<file path="config.mk">
export PLATFORM = sky130hd
export DESIGN_NAME = vga_fb_write_ctrl_flat
export DESIGN_NICKNAME = d
export VERILOG_FILES = /design/src/rtl/vga_fb_write_ctrl_pkg.sv /design/src/rtl/vga_fb_write_ctrl_if.sv /design/src/rtl/vga_rr_arb2.sv /design/src/rtl/vga_fb_write_ctrl.sv /design/src/flat_wrapper.sv
export SDC_FILE = /design/constraint.sdc
export NUM_CORES = 1
export LEC_CHECK = 0
export CORE_MARGIN = 3
export CORE_UTILIZATION = 43
export CTS_CLUSTER_SIZE = 8
export DETAILED_ROUTE_END_ITERATION = 16
export PLACE_DENSITY_LB_ADDON = 0.05
export SYNTH_ARGS = -nofsm -noshare
export SYNTH_HDL_FRONTEND = slang
export SYNTH_SLANG_ARGS = --single-unit
</file>
<file path="constraint.sdc">
create_clock -name clk_i -period 1.7 [get_ports clk_i]
set_input_delay 0.34 -clock clk_i [delete_from_list [all_inputs] [get_ports clk_i]]
set_output_delay 0.34 -clock clk_i [all_outputs]
set_load 0.02 [all_outputs]
</file>
<file path="src/rtl/vga_fb_write_ctrl_pkg.sv">
// Shared definitions for the frame-buffer write controller: default geometry,
// controller state encoding and a pixel-write record.
package vga_fb_write_ctrl_pkg;

    localparam int HD_DEF      = 1280;
    localparam int VD_DEF      = 1024;
    localparam int COORD_W_DEF = 11;

    typedef enum logic {
        IDLE  = 1'b0,
        CLEAR = 1'b1
    } fb_state_e;

    typedef struct packed {
        logic [COORD_W_DEF-1:0] x;
        logic [COORD_W_DEF-1:0] y;
        logic                   color;
    } pixel_wr_t;

endpackage

</file>
<file path="src/rtl/vga_fb_write_ctrl_if.sv">
// Bus bundle between the pixel requesters / clear trigger and the frame-buffer
// write controller, plus the registered frame-buffer write port.
interface vga_fb_write_ctrl_if #(
    parameter int COORD_W = 11
);
    import vga_fb_write_ctrl_pkg::*;

    logic                   clear_start_i;
    logic                   clear_color_i;
    logic                   clear_busy_o;
    // Requester i transfers in a cycle where req_valid_i[i] & req_ready_o[i];
    // a requester keeps valid and its payload stable until that cycle.
    logic [1:0]             req_valid_i;
    logic [2*COORD_W-1:0]   req_x_i;
    logic [2*COORD_W-1:0]   req_y_i;
    logic [1:0]             req_color_i;
    logic [1:0]             req_ready_o;
    logic                   oob_o;
    logic [COORD_W-1:0]     addr_x_o;
    logic [COORD_W-1:0]     addr_y_o;
    logic                   color_o;
    logic                   we_o;
    fb_state_e              state_o;

    modport slave (
        input  clear_start_i, clear_color_i, req_valid_i, req_x_i, req_y_i, req_color_i,
        output clear_busy_o, req_ready_o, oob_o, addr_x_o, addr_y_o, color_o, we_o, state_o
    );

    modport master (
        output clear_start_i, clear_color_i, req_valid_i, req_x_i, req_y_i, req_color_i,
        input  clear_busy_o, req_ready_o, oob_o, addr_x_o, addr_y_o, color_o, we_o, state_o
    );

endinterface

</file>
<file path="src/rtl/vga_rr_arb2.sv">
// Two-way round-robin arbiter: combinational one-hot grant, pointer advances
// past whichever requester was granted.
module vga_rr_arb2 (
    input  logic       clk_i,
    input  logic       arstn_i,
    input  logic [1:0] req_i,
    input  logic       en_i,
    output logic [1:0] gnt_o
);

    // ptr_q names the requester that wins the next tie.
    logic ptr_q;
    logic ptr_d;

    always_comb begin
        gnt_o = 2'b00;
        if (en_i) begin
            case (req_i)
                2'b01:   gnt_o = 2'b01;
                2'b10:   gnt_o = 2'b10;
                2'b11:   gnt_o = ptr_q ? 2'b10 : 2'b01;
                default: gnt_o = 2'b00;
            endcase
        end
        ptr_d = ptr_q;
        if (gnt_o[0]) begin
            ptr_d = 1'b1;
        end else if (gnt_o[1]) begin
            ptr_d = 1'b0;
        end
    end

    always_ff @(posedge clk_i or negedge arstn_i) begin
        if (!arstn_i) begin
            ptr_q <= 1'b0;
        end else begin
            ptr_q <= ptr_d;
        end
    end

endmodule

</file>
<file path="src/rtl/vga_fb_write_ctrl.sv">
// Owns the single frame-buffer write port: arbitrates two pixel requesters and
// a full-frame clear sweep, range-checks requests and registers the write.
module vga_fb_write_ctrl
    import vga_fb_write_ctrl_pkg::*;
#(
    parameter int HD      = HD_DEF,
    parameter int VD      = VD_DEF,
    parameter int COORD_W = COORD_W_DEF
) (
    input  logic             clk_i,
    input  logic             arstn_i,
    vga_fb_write_ctrl_if.slave bus
);

    // One extra bit so the limit compare works even when HD or VD equals 2**COORD_W.
    localparam logic [COORD_W:0]   HD_LIM = (COORD_W+1)'(HD);
    localparam logic [COORD_W:0]   VD_LIM = (COORD_W+1)'(VD);
    localparam logic [COORD_W-1:0] X_LAST = COORD_W'(HD - 1);
    localparam logic [COORD_W-1:0] Y_LAST = COORD_W'(VD - 1);

    fb_state_e          state_q;
    logic [COORD_W-1:0] cx_q, cy_q, cx_d, cy_d;
    logic [COORD_W-1:0] ax_q, ay_q;
    logic               clr_col_q, busy_q, we_q, oob_q, col_q;

    logic [1:0]         gnt;
    logic               arb_en, sel, sel_c, in_rng, sweep_last;
    logic [COORD_W-1:0] sel_x, sel_y;

    // The clear trigger outranks requesters in the cycle it arrives.
    assign arb_en = arstn_i && (state_q == IDLE) && !bus.clear_start_i;

    vga_rr_arb2 u_arb (
        .clk_i   (clk_i),
        .arstn_i (arstn_i),
        .req_i   (bus.req_valid_i),
        .en_i    (arb_en),
        .gnt_o   (gnt)
    );

    always_comb begin
        sel        = gnt[1];
        sel_x      = sel ? bus.req_x_i[COORD_W +: COORD_W] : bus.req_x_i[0 +: COORD_W];
        sel_y      = sel ? bus.req_y_i[COORD_W +: COORD_W] : bus.req_y_i[0 +: COORD_W];
        sel_c      = bus.req_color_i[sel];
        in_rng     = ({1'b0, sel_x} < HD_LIM) && ({1'b0, sel_y} < VD_LIM);
        sweep_last = (cx_q == X_LAST) && (cy_q == Y_LAST);
        cx_d       = cx_q + COORD_W'(1);
        cy_d       = cy_q;
        if (cx_q == X_LAST) begin
            cx_d = '0;
            cy_d = cy_q + COORD_W'(1);
        end
    end

    always_ff @(posedge clk_i or negedge arstn_i) begin
        if (!arstn_i) begin
            state_q   <= IDLE;
            cx_q      <= '0;
            cy_q      <= '0;
            clr_col_q <= 1'b0;
            busy_q    <= 1'b0;
            we_q      <= 1'b0;
            oob_q     <= 1'b0;
            ax_q      <= '0;
            ay_q      <= '0;
            col_q     <= 1'b0;
        end else begin
            we_q  <= 1'b0;
            oob_q <= 1'b0;
            case (state_q)
                IDLE: begin
                    if (bus.clear_start_i) begin
                        state_q   <= CLEAR;
                        busy_q    <= 1'b1;
                        clr_col_q <= bus.clear_color_i;
                        cx_q      <= '0;
                        cy_q      <= '0;
                    end else if (|gnt) begin
                        if (in_rng) begin
                            we_q  <= 1'b1;
                            ax_q  <= sel_x;
                            ay_q  <= sel_y;
                            col_q <= sel_c;
                        end else begin
                            oob_q <= 1'b1;
                        end
                    end
                end
                CLEAR: begin
                    we_q  <= 1'b1;
                    ax_q  <= cx_q;
                    ay_q  <= cy_q;
                    col_q <= clr_col_q;
                    cx_q  <= cx_d;
                    cy_q  <= cy_d;
                    if (sweep_last) begin
                        state_q <= IDLE;
                        busy_q  <= 1'b0;
                    end
                end
            endcase
        end
    end

    assign bus.req_ready_o  = gnt;
    assign bus.clear_busy_o = busy_q;
    assign bus.oob_o        = oob_q;
    assign bus.we_o         = we_q;
    assign bus.addr_x_o     = ax_q;
    assign bus.addr_y_o     = ay_q;
    assign bus.color_o      = col_q;
    assign bus.state_o      = state_q;

endmodule

</file>
<file path="src/flat_wrapper.sv">
// flat-port wrapper written by rule: the top's interface ports become plain ports
module vga_fb_write_ctrl_flat import vga_fb_write_ctrl_pkg::*;
#(
    parameter int HD      = HD_DEF,
    parameter int VD      = VD_DEF,
    parameter int COORD_W = COORD_W_DEF
)
  (clk_i, arstn_i, bus_clear_start_i, bus_clear_color_i, bus_req_valid_i, bus_req_x_i, bus_req_y_i, bus_req_color_i, bus_clear_busy_o, bus_req_ready_o, bus_oob_o, bus_addr_x_o, bus_addr_y_o, bus_color_o, bus_we_o, bus_state_o);
  vga_fb_write_ctrl_if #(.COORD_W(COORD_W)) bus_i ();
  input  logic clk_i;
  input  logic arstn_i;
  input wire logic [$bits(bus_i.clear_start_i)-1:0] bus_clear_start_i;
  input wire logic [$bits(bus_i.clear_color_i)-1:0] bus_clear_color_i;
  input wire logic [$bits(bus_i.req_valid_i)-1:0] bus_req_valid_i;
  input wire logic [$bits(bus_i.req_x_i)-1:0] bus_req_x_i;
  input wire logic [$bits(bus_i.req_y_i)-1:0] bus_req_y_i;
  input wire logic [$bits(bus_i.req_color_i)-1:0] bus_req_color_i;
  output wire logic [$bits(bus_i.clear_busy_o)-1:0] bus_clear_busy_o;
  output wire logic [$bits(bus_i.req_ready_o)-1:0] bus_req_ready_o;
  output wire logic [$bits(bus_i.oob_o)-1:0] bus_oob_o;
  output wire logic [$bits(bus_i.addr_x_o)-1:0] bus_addr_x_o;
  output wire logic [$bits(bus_i.addr_y_o)-1:0] bus_addr_y_o;
  output wire logic [$bits(bus_i.color_o)-1:0] bus_color_o;
  output wire logic [$bits(bus_i.we_o)-1:0] bus_we_o;
  output wire logic [$bits(bus_i.state_o)-1:0] bus_state_o;
  assign bus_i.clear_start_i = bus_clear_start_i;
  assign bus_i.clear_color_i = bus_clear_color_i;
  assign bus_i.req_valid_i = bus_req_valid_i;
  assign bus_i.req_x_i = bus_req_x_i;
  assign bus_i.req_y_i = bus_req_y_i;
  assign bus_i.req_color_i = bus_req_color_i;
  assign bus_clear_busy_o = bus_i.clear_busy_o;
  assign bus_req_ready_o = bus_i.req_ready_o;
  assign bus_oob_o = bus_i.oob_o;
  assign bus_addr_x_o = bus_i.addr_x_o;
  assign bus_addr_y_o = bus_i.addr_y_o;
  assign bus_color_o = bus_i.color_o;
  assign bus_we_o = bus_i.we_o;
  assign bus_state_o = bus_i.state_o;
  vga_fb_write_ctrl #(.HD(HD), .VD(VD), .COORD_W(COORD_W)) u_core (.clk_i(clk_i), .arstn_i(arstn_i), .bus(bus_i));
endmodule
</file>
==> impl_metrics.env, run 1 <==
export IMPL_critPathCaptureType="register"
export IMPL_drv_cap=0
export IMPL_crit_required_ps=1930
export IMPL_mostFrequentLayoutCells="clkdlybuf4s50_1 (73), mux2i_1 (55), dfrtp_1 (50)"
export IMPL_placementRows=28
export IMPL_placed_area_sq_mm=0.00398
export IMPL_relSlewSlack_pct=63.4
export IMPL_post_synth_cell_area_avg_sq_um=10.7
export IMPL_synth_edf_count=0
export IMPL_crit_arrival_ps=1950
export IMPL_mostFrequentLayoutCell="clkdlybuf4s50_1"
export IMPL_synth_cell_types=39
export IMPL_drv_slew=0
export IMPL_drc_errors=0
export IMPL_htreeDepth=2
export IMPL_fin_util_pct=69.4
export IMPL_die_area_sq_mm=0.00756
export IMPL_dp_hpwl_microns=5190
export IMPL_io_pin_count=81
export IMPL_avgViaCountPerCell=5.28
export IMPL_ys_flop_type="dfrtp_1"
export IMPL_tritoncts="built"
export IMPL_finalWirelength_microns=7020
export IMPL_area_growth_pct=51.0
export IMPL_cp_max_fo=6
export IMPL_finalSetupViolCount=10
export IMPL_drt_initial_drc_count=112
export IMPL_cp_slowest_cell="dfrtp_2"
export IMPL_synth_area_leaders="dfrtp_1 (45%), mux2i_1 (20%), o21ai_0 (3.4%)"
export IMPL_fmax_mhz=582
export IMPL_track_usage_pct=19.3
export IMPL_dp_cells=445
export IMPL_layout_drive_gt1_share_pct=23.6
export IMPL_power_density_mw_per_mm2=855
export IMPL_worstSetupStartpointType="register"
export IMPL_post_route_period_util_pct=101
export IMPL_fin_nets=438
export IMPL_async_flop_share_pct=100
export IMPL_crit_top_cell="nor2_4"
export IMPL_grt_pass1_wl_microns=11700
export IMPL_gp_congestion=0.836
export IMPL_antenna_left=0
export IMPL_post_route_min_period_ps=1720
export IMPL_rsz0062_at_grt="yes"
export IMPL_tightest_slew_ps=549
export IMPL_fin_setup_tns_ps=-112
export IMPL_start_util_pct=46.0
export IMPL_layout_setup_ws_ps=-17.0
export IMPL_static_leakage_power_nw=2.06
export IMPL_skew_ps=7.31
export IMPL_cts_root_buffer="clkbuf_8"
export IMPL_post_drt_wl_per_cell_microns=15.3
export IMPL_cts_buffers=5
export IMPL_synth_seq_cells=51
export IMPL_stdcell_area_sq_mm=0.00425
export IMPL_synth_nets=318
export IMPL_dr_pass1_iters=4
export IMPL_worstSetupPathType="register to register"
export IMPL_grt_overflow=0
export IMPL_crit_chain="nor2_4, o2111ai_4, mux2_4, nor2_4, clkbuf_16, mux2i_1"
export IMPL_n_antenna_cell=0
export IMPL_power_mw=3.64
export IMPL_synth_area_sq_mm=0.00282
export IMPL_violations="negative setup slack"
export IMPL_synth_top_area_cell="dfrtp_1"
export IMPL_synthCells=264
export IMPL_grt_pass1_vias=2492
export IMPL_core_area_sq_mm=0.00613
export IMPL_n_fill_cell=489
export IMPL_ir_drop_v=0.000566
export IMPL_vias=2427
export IMPL_multi_input_area_sq_mm=0.00152
export IMPL_cts_hold_buf=0
export IMPL_cp_slowest_stage_delay_ps=440
export IMPL_cts_sink_count=51
export IMPL_die_w_microns=87.0
export IMPL_synth_top_area_share_pct=45.3
export IMPL_grt_start_max_net_pins=43
export IMPL_yosysSeqAreaShare_pct=45.3
export IMPL_antenna_found_initial=0
export IMPL_insertion_delay_ps=300
export IMPL_yosysWarnings=0
export IMPL_die_h_microns=87.0
export IMPL_clockBufferDepth=2
export IMPL_ff_latch_area_sq_mm=0.00128
export IMPL_hold_violations=0
export IMPL_place_port_buffers=80
export IMPL_min_path_type="primary input to async pin"
export IMPL_final_cell_count_no_fill=460
export IMPL_run_status="finished, violations left"
export IMPL_path_clk_slew_ps=100
==> sequential cells by signal, summed over array words and instances, names as in the netlist <==
signal                   cells
u_core.bus.we_o              1
u_core.u_arb.ptr_q           1
u_core.cx_q                 11
u_core.bus.addr_y_o         11
u_core.clr_col_q             1
u_core.bus.state_o           1
u_core.bus.color_o           1
u_core.bus.addr_x_o         11
u_core.cy_q                 11
u_core.bus.oob_o             1
u_core.bus.clear_busy_o      1
==> per-layer routing <==
layer | track usage [%] | part of all wire, % | vias up
li1 | - | - | 1188
met2 | 32.4 | 52 | 42
met3 | 3.41 | 3.4 | 4
met1 | 26.1 | 44 | 1193
met5 | 0 | 0 | -
met4 | 4.39 | 0.81 | 0
==> report_power, final <==
part           internal [mW]  switching, mW  total (mW)
sequential              1.42          0.131        1.55
clock                  0.447          0.424       0.871
combinational          0.648          0.567        1.22
==> cell type report <==
class | count | share of cell area [%]
clock buffer | 5 | 1.62
clock inverter | 3 | 1.12
inverter | 5 | 0.441
multi-input combinational | 193 | 35.8
sequential | 51 | 30.0
tap | 75 | 2.21
timing repair buffer | 128 | 28.8
==> synth_stat cells, types with 2 or more instances <==
| cell type | count |
|---|---|
| a31oi_1 | 2 |
| nor2b_1 | 3 |
| inv_1 | 5 |
| xnor2_1 | 3 |
| nand3_1 | 7 |
| nor2_4 | 2 |
| a22o_1 | 7 |
| and3_1 | 5 |
| nand4_1 | 3 |
| nand2_1 | 18 |
| or2_2 | 2 |
| ha_1 | 2 |
| a21oi_1 | 11 |
| clkbuf_1 | 6 |
| mux2_2 | 4 |
| o21ai_0 | 19 |
| dfrtp_1 | 51 |
| xor2_1 | 10 |
| mux2i_1 | 56 |
| buf_2 | 5 |
| nand2b_1 | 2 |
| a31o_2 | 6 |
| nor2_1 | 17 |
| buf_6 | 2 |
| nor3b_1 | 2 |
==> stage by stage <==
stage / setup WS [ps] / hold slack, ps
after floorplan: -50.0 / 44.4
after global placement: -540 / 356
after detailed placement: -535 / 347
after CTS: -69.3 / 23.9
after global routing: -115 / 30.6
final: -17.0 / 29.7
==> critical path, delay by kind of cell (launching register included) <==
family | cells | cell delay (ps)
muxes | 2 | 530
buffers and inverters | 1 | 190
and+or+nand+nor | 2 | 310
DFF | 1 | 440
AOI/OAI and AO/OA | 1 | 160
==> path summary, 6_finish.rpt <==
kind                                    startpoint                      end  slack (ps)  depth (start not counted)
hold reg to reg            u_core.bus.clear_busy_o  u_core.bus.clear_busy_o         530                          2
max in group asynchronous                  arstn_i       u_core.bus.state_o        1000                          3
min in group clk_i                         arstn_i       u_core.u_arb.ptr_q         490                          4
hold / removal                             arstn_i   u_core.bus.addr_y_o[4]          30                          2
setup reg to reg                u_core.bus.state_o   u_core.bus.addr_y_o[7]         -20                          6
setup / recovery                u_core.bus.state_o   u_core.bus.addr_y_o[7]         -20                          6
==> cell families (layout without fill, tap and decap cells) <==
logic type      count (synthesis)  in the layout  synth area share (%)
compound gates                 51             51                  11.8
xor+xnor                       13             13                  4.04
fa+ha+maj                       2              2                 0.888
buf+inv                        20            141                  3.55
flops                          51             51                  45.3
mux                            60             60                  21.5
simple gates                   67             67                  12.9
==> what timing repair did <==
item                                    in CTS  in global routing
gates resized for setup                     22                 24
endpoints found under the hold margin        0                  0
gates cloned                                 1                  1
pin swaps                                    5                  7
setup buffers                                1                  4
endpoints found under the setup margin      39                 36
No activity file was read; power rests on OpenSTA's default activity.
==> run 2, diff against run 1 <==
--- a/config.mk
+++ b/config.mk
@@ -6,7 +6,7 @@
 export NUM_CORES = 1
 export LEC_CHECK = 0
 export CORE_MARGIN = 3
-export CORE_UTILIZATION = 43
+export CORE_UTILIZATION = 40
 export CTS_CLUSTER_SIZE = 8
 export DETAILED_ROUTE_END_ITERATION = 16
 export PLACE_DENSITY_LB_ADDON = 0.05
==> run 2 against run 1 <==
  * The flow still finishes with violations (negative setup slack)
  * Die area is 7.0% higher
  * Combinational power hardly changed
  * Global-route usage is 1.2 points lower
  * Flip-flop and latch count stayed put
  * Cell area is 1.0% higher
  * First-iteration DRC count is 25% higher
  * Clock power is 1% higher
  * Clock skew is 6.1 ps higher
  * Via count is 1.7% lower
  * Critical endpoint is now u_core.bus.addr_y_o[1]
  * Largest cell class unchanged
==> impl_metrics.env, run 2 (synthesis gave the netlist of run 1 again) <==
export IMPL_grt_overflow=0
export IMPL_cts_sink_count=51
export IMPL_layout_setup_ws_ps=-64.5
export IMPL_skew_ps=13.4
export IMPL_layout_drive_gt1_share_pct=23.4
export IMPL_rsz0062_at_grt="yes"
export IMPL_antenna_found_initial=0
export IMPL_mostFrequentLayoutCell="clkdlybuf4s50_1"
export IMPL_finalSetupViolCount=20
export IMPL_r2r_start="u_core.bus.state_o"
export IMPL_r2r_setup_slack_ps=-60
export IMPL_critPathCaptureType="register"
export IMPL_start_util_pct=42.9
export IMPL_crit_top_cell="nor2_4"
export IMPL_die_w_microns=89.9
export IMPL_n_antenna_cell=0
export IMPL_core_area_sq_mm=0.00657
export IMPL_power_density_mw_per_mm2=850
export IMPL_crit_start="u_core.bus.state_o"
export IMPL_dr_pass1_iters=4
export IMPL_post_route_min_period_ps=1760
export IMPL_drc_errors=0
export IMPL_htreeDepth=2
export IMPL_power_mw=3.65
export IMPL_drv_slew=0
export IMPL_path_clk_slew_ps=110
export IMPL_die_area_sq_mm=0.00809
export IMPL_tritoncts="built"
export IMPL_hold_violations=0
export IMPL_multi_input_area_sq_mm=0.00154
export IMPL_gp_congestion=0.793
export IMPL_drt_initial_drc_count=140
export IMPL_io_pin_count=81
export IMPL_worstSetupPathType="register to register"
export IMPL_fmax_mhz=567
export IMPL_grt_pass1_vias=2431
export IMPL_tightest_slew_ps=571
export IMPL_r2r_end="u_core.bus.addr_y_o[1]"
export IMPL_run_status="finished, violations left"
export IMPL_n_fill_cell=574
export IMPL_cp_max_fo=7
export IMPL_grt_pass1_wl_microns=12100
export IMPL_post_route_period_util_pct=104
export IMPL_post_drt_wl_per_cell_microns=15.4
export IMPL_ir_drop_v=0.000433
export IMPL_endpoint="u_core.bus.addr_y_o[1]"
export IMPL_area_growth_pct=52.5
export IMPL_place_port_buffers=80
export IMPL_crit_required_ps=1930
export IMPL_relSlewSlack_pct=61.9
export IMPL_hold_slack_ps=313
export IMPL_min_path_type="primary input to async pin"
export IMPL_placementRows=29
export IMPL_critPathTopFamily="multiplexers"
export IMPL_cp_num_buf_inv=1
export IMPL_reg2reg_depth=6
export IMPL_cts_buffers=5
export IMPL_dp_hpwl_microns=5180
export IMPL_cp_slowest_stage_delay_ps=460
export IMPL_fin_nets=437
export IMPL_grt_start_max_net_pins=45
export IMPL_die_h_microns=89.9
export IMPL_cts_root_buffer="clkbuf_8"
export IMPL_cp_depth=6
export IMPL_place_ws_ps=-558
export IMPL_insertion_delay_ps=320
export IMPL_mostFrequentLayoutCells="clkdlybuf4s50_1 (73), mux2i_1 (55), dfrtp_1 (50)"
export IMPL_violations="negative setup slack"
export IMPL_clockBufferDepth=2
export IMPL_static_leakage_power_nw=2.08
export IMPL_cp_slowest_cell="dfrtp_2"
export IMPL_crit_arrival_ps=2000
export IMPL_fin_setup_tns_ps=-872
export IMPL_finalWirelength_microns=7320
export IMPL_ff_latch_area_sq_mm=0.00128
export IMPL_avgViaCountPerCell=5.00
export IMPL_drv_cap=0
export IMPL_vias=2386
export IMPL_worstSetupStartpointType="register"
export IMPL_crit_chain="nor2_4, o2111ai_4, mux2_4, nor2_4, buf_12, mux2i_1"
export IMPL_antenna_left=0
export IMPL_track_usage_pct=18.1
-- run 2: cell types whose count changed in the layout (fill, tap and decap cells not counted), sizes merged --
cell          change
buf               -2
clkbuf            +1
clkinv            -1
clkinvlp          +1
dlygate4sd2       -2
dlygate4sd3       +1
dlymetal6s2s      +1
-- run 2: final cells by class --
| class | instances | area share, % |
|---|---|---|
| inverter | 5 | 0.437 |
| multi-input combinational | 193 | 35.9 |
| clock buffer | 5 | 1.60 |
| sequential | 51 | 29.7 |
| timing repair buffer | 127 | 28.6 |
| clock inverter | 3 | 1.08 |
| tap | 93 | 2.71 |
-- run 2: per-stage QoR --
| stage | utilization (%) | std cells | instance area, sq um |
|---|---|---|---|
| after floorplan | - | 264 | 2830 |
| after global placement | 61.0 | 463 | 4000 |
| after detailed placement | 61.0 | 463 | 4000 |
| after CTS | 64.2 | 475 | 4220 |
| after global routing | 65.4 | 477 | 4300 |
| final | 65.4 | 477 | 4300 |
-- run 2: worst min-delay path, delay by kind of cell --
kind	cells	cell delay [ps]
buffers and inverters	3	760
-- run 2: worst min-delay path by stage --
stage	startpoint	to	slack, ps	cells past startpoint
final	arstn_i	u_core.cx_q[9]	310	3
after global routing	arstn_i	u_core.bus.addr_y_o[10]	350	3
after CTS	arstn_i	u_core.cy_q[3]	330	3
after detailed placement	arstn_i	u_core.u_arb.ptr_q	330	2
after global placement	arstn_i	u_core.u_arb.ptr_q	330	2
after floorplan	arstn_i	u_core.bus.addr_x_o[0]	40	0
-- run 2: per-layer routing --
metal  share of wire (%)  track usage (%)  vias up
met3                 4.2             4.59        6
li1                    -                -     1182
met1                  45             24.1     1145
met5                   0                0        -
met2                  50             30.0       53
met4                0.79             3.83        0
-- run 2: repair_timing --
| action | in CTS | in global routing |
|---|---|---|
| hold buffers | 1 | 0 |
| endpoints found under the hold margin | 7 | 0 |
| pin swaps | 8 | 8 |
| endpoints found under the setup margin | 34 | 45 |
| resized for setup | 31 | 26 |
| setup buffers | 2 | 2 |
| cloned | 2 | 0 |
-- run 2: power by group --
group | switching (mW) | leakage (nW) | internal [mW]
combinational | 0.579 | 1.38 | 0.645
sequential | 0.126 | 0.637 | 1.42
clock | 0.437 | 0.0548 | 0.444
total | 1.14 | 2.08 | 2.51
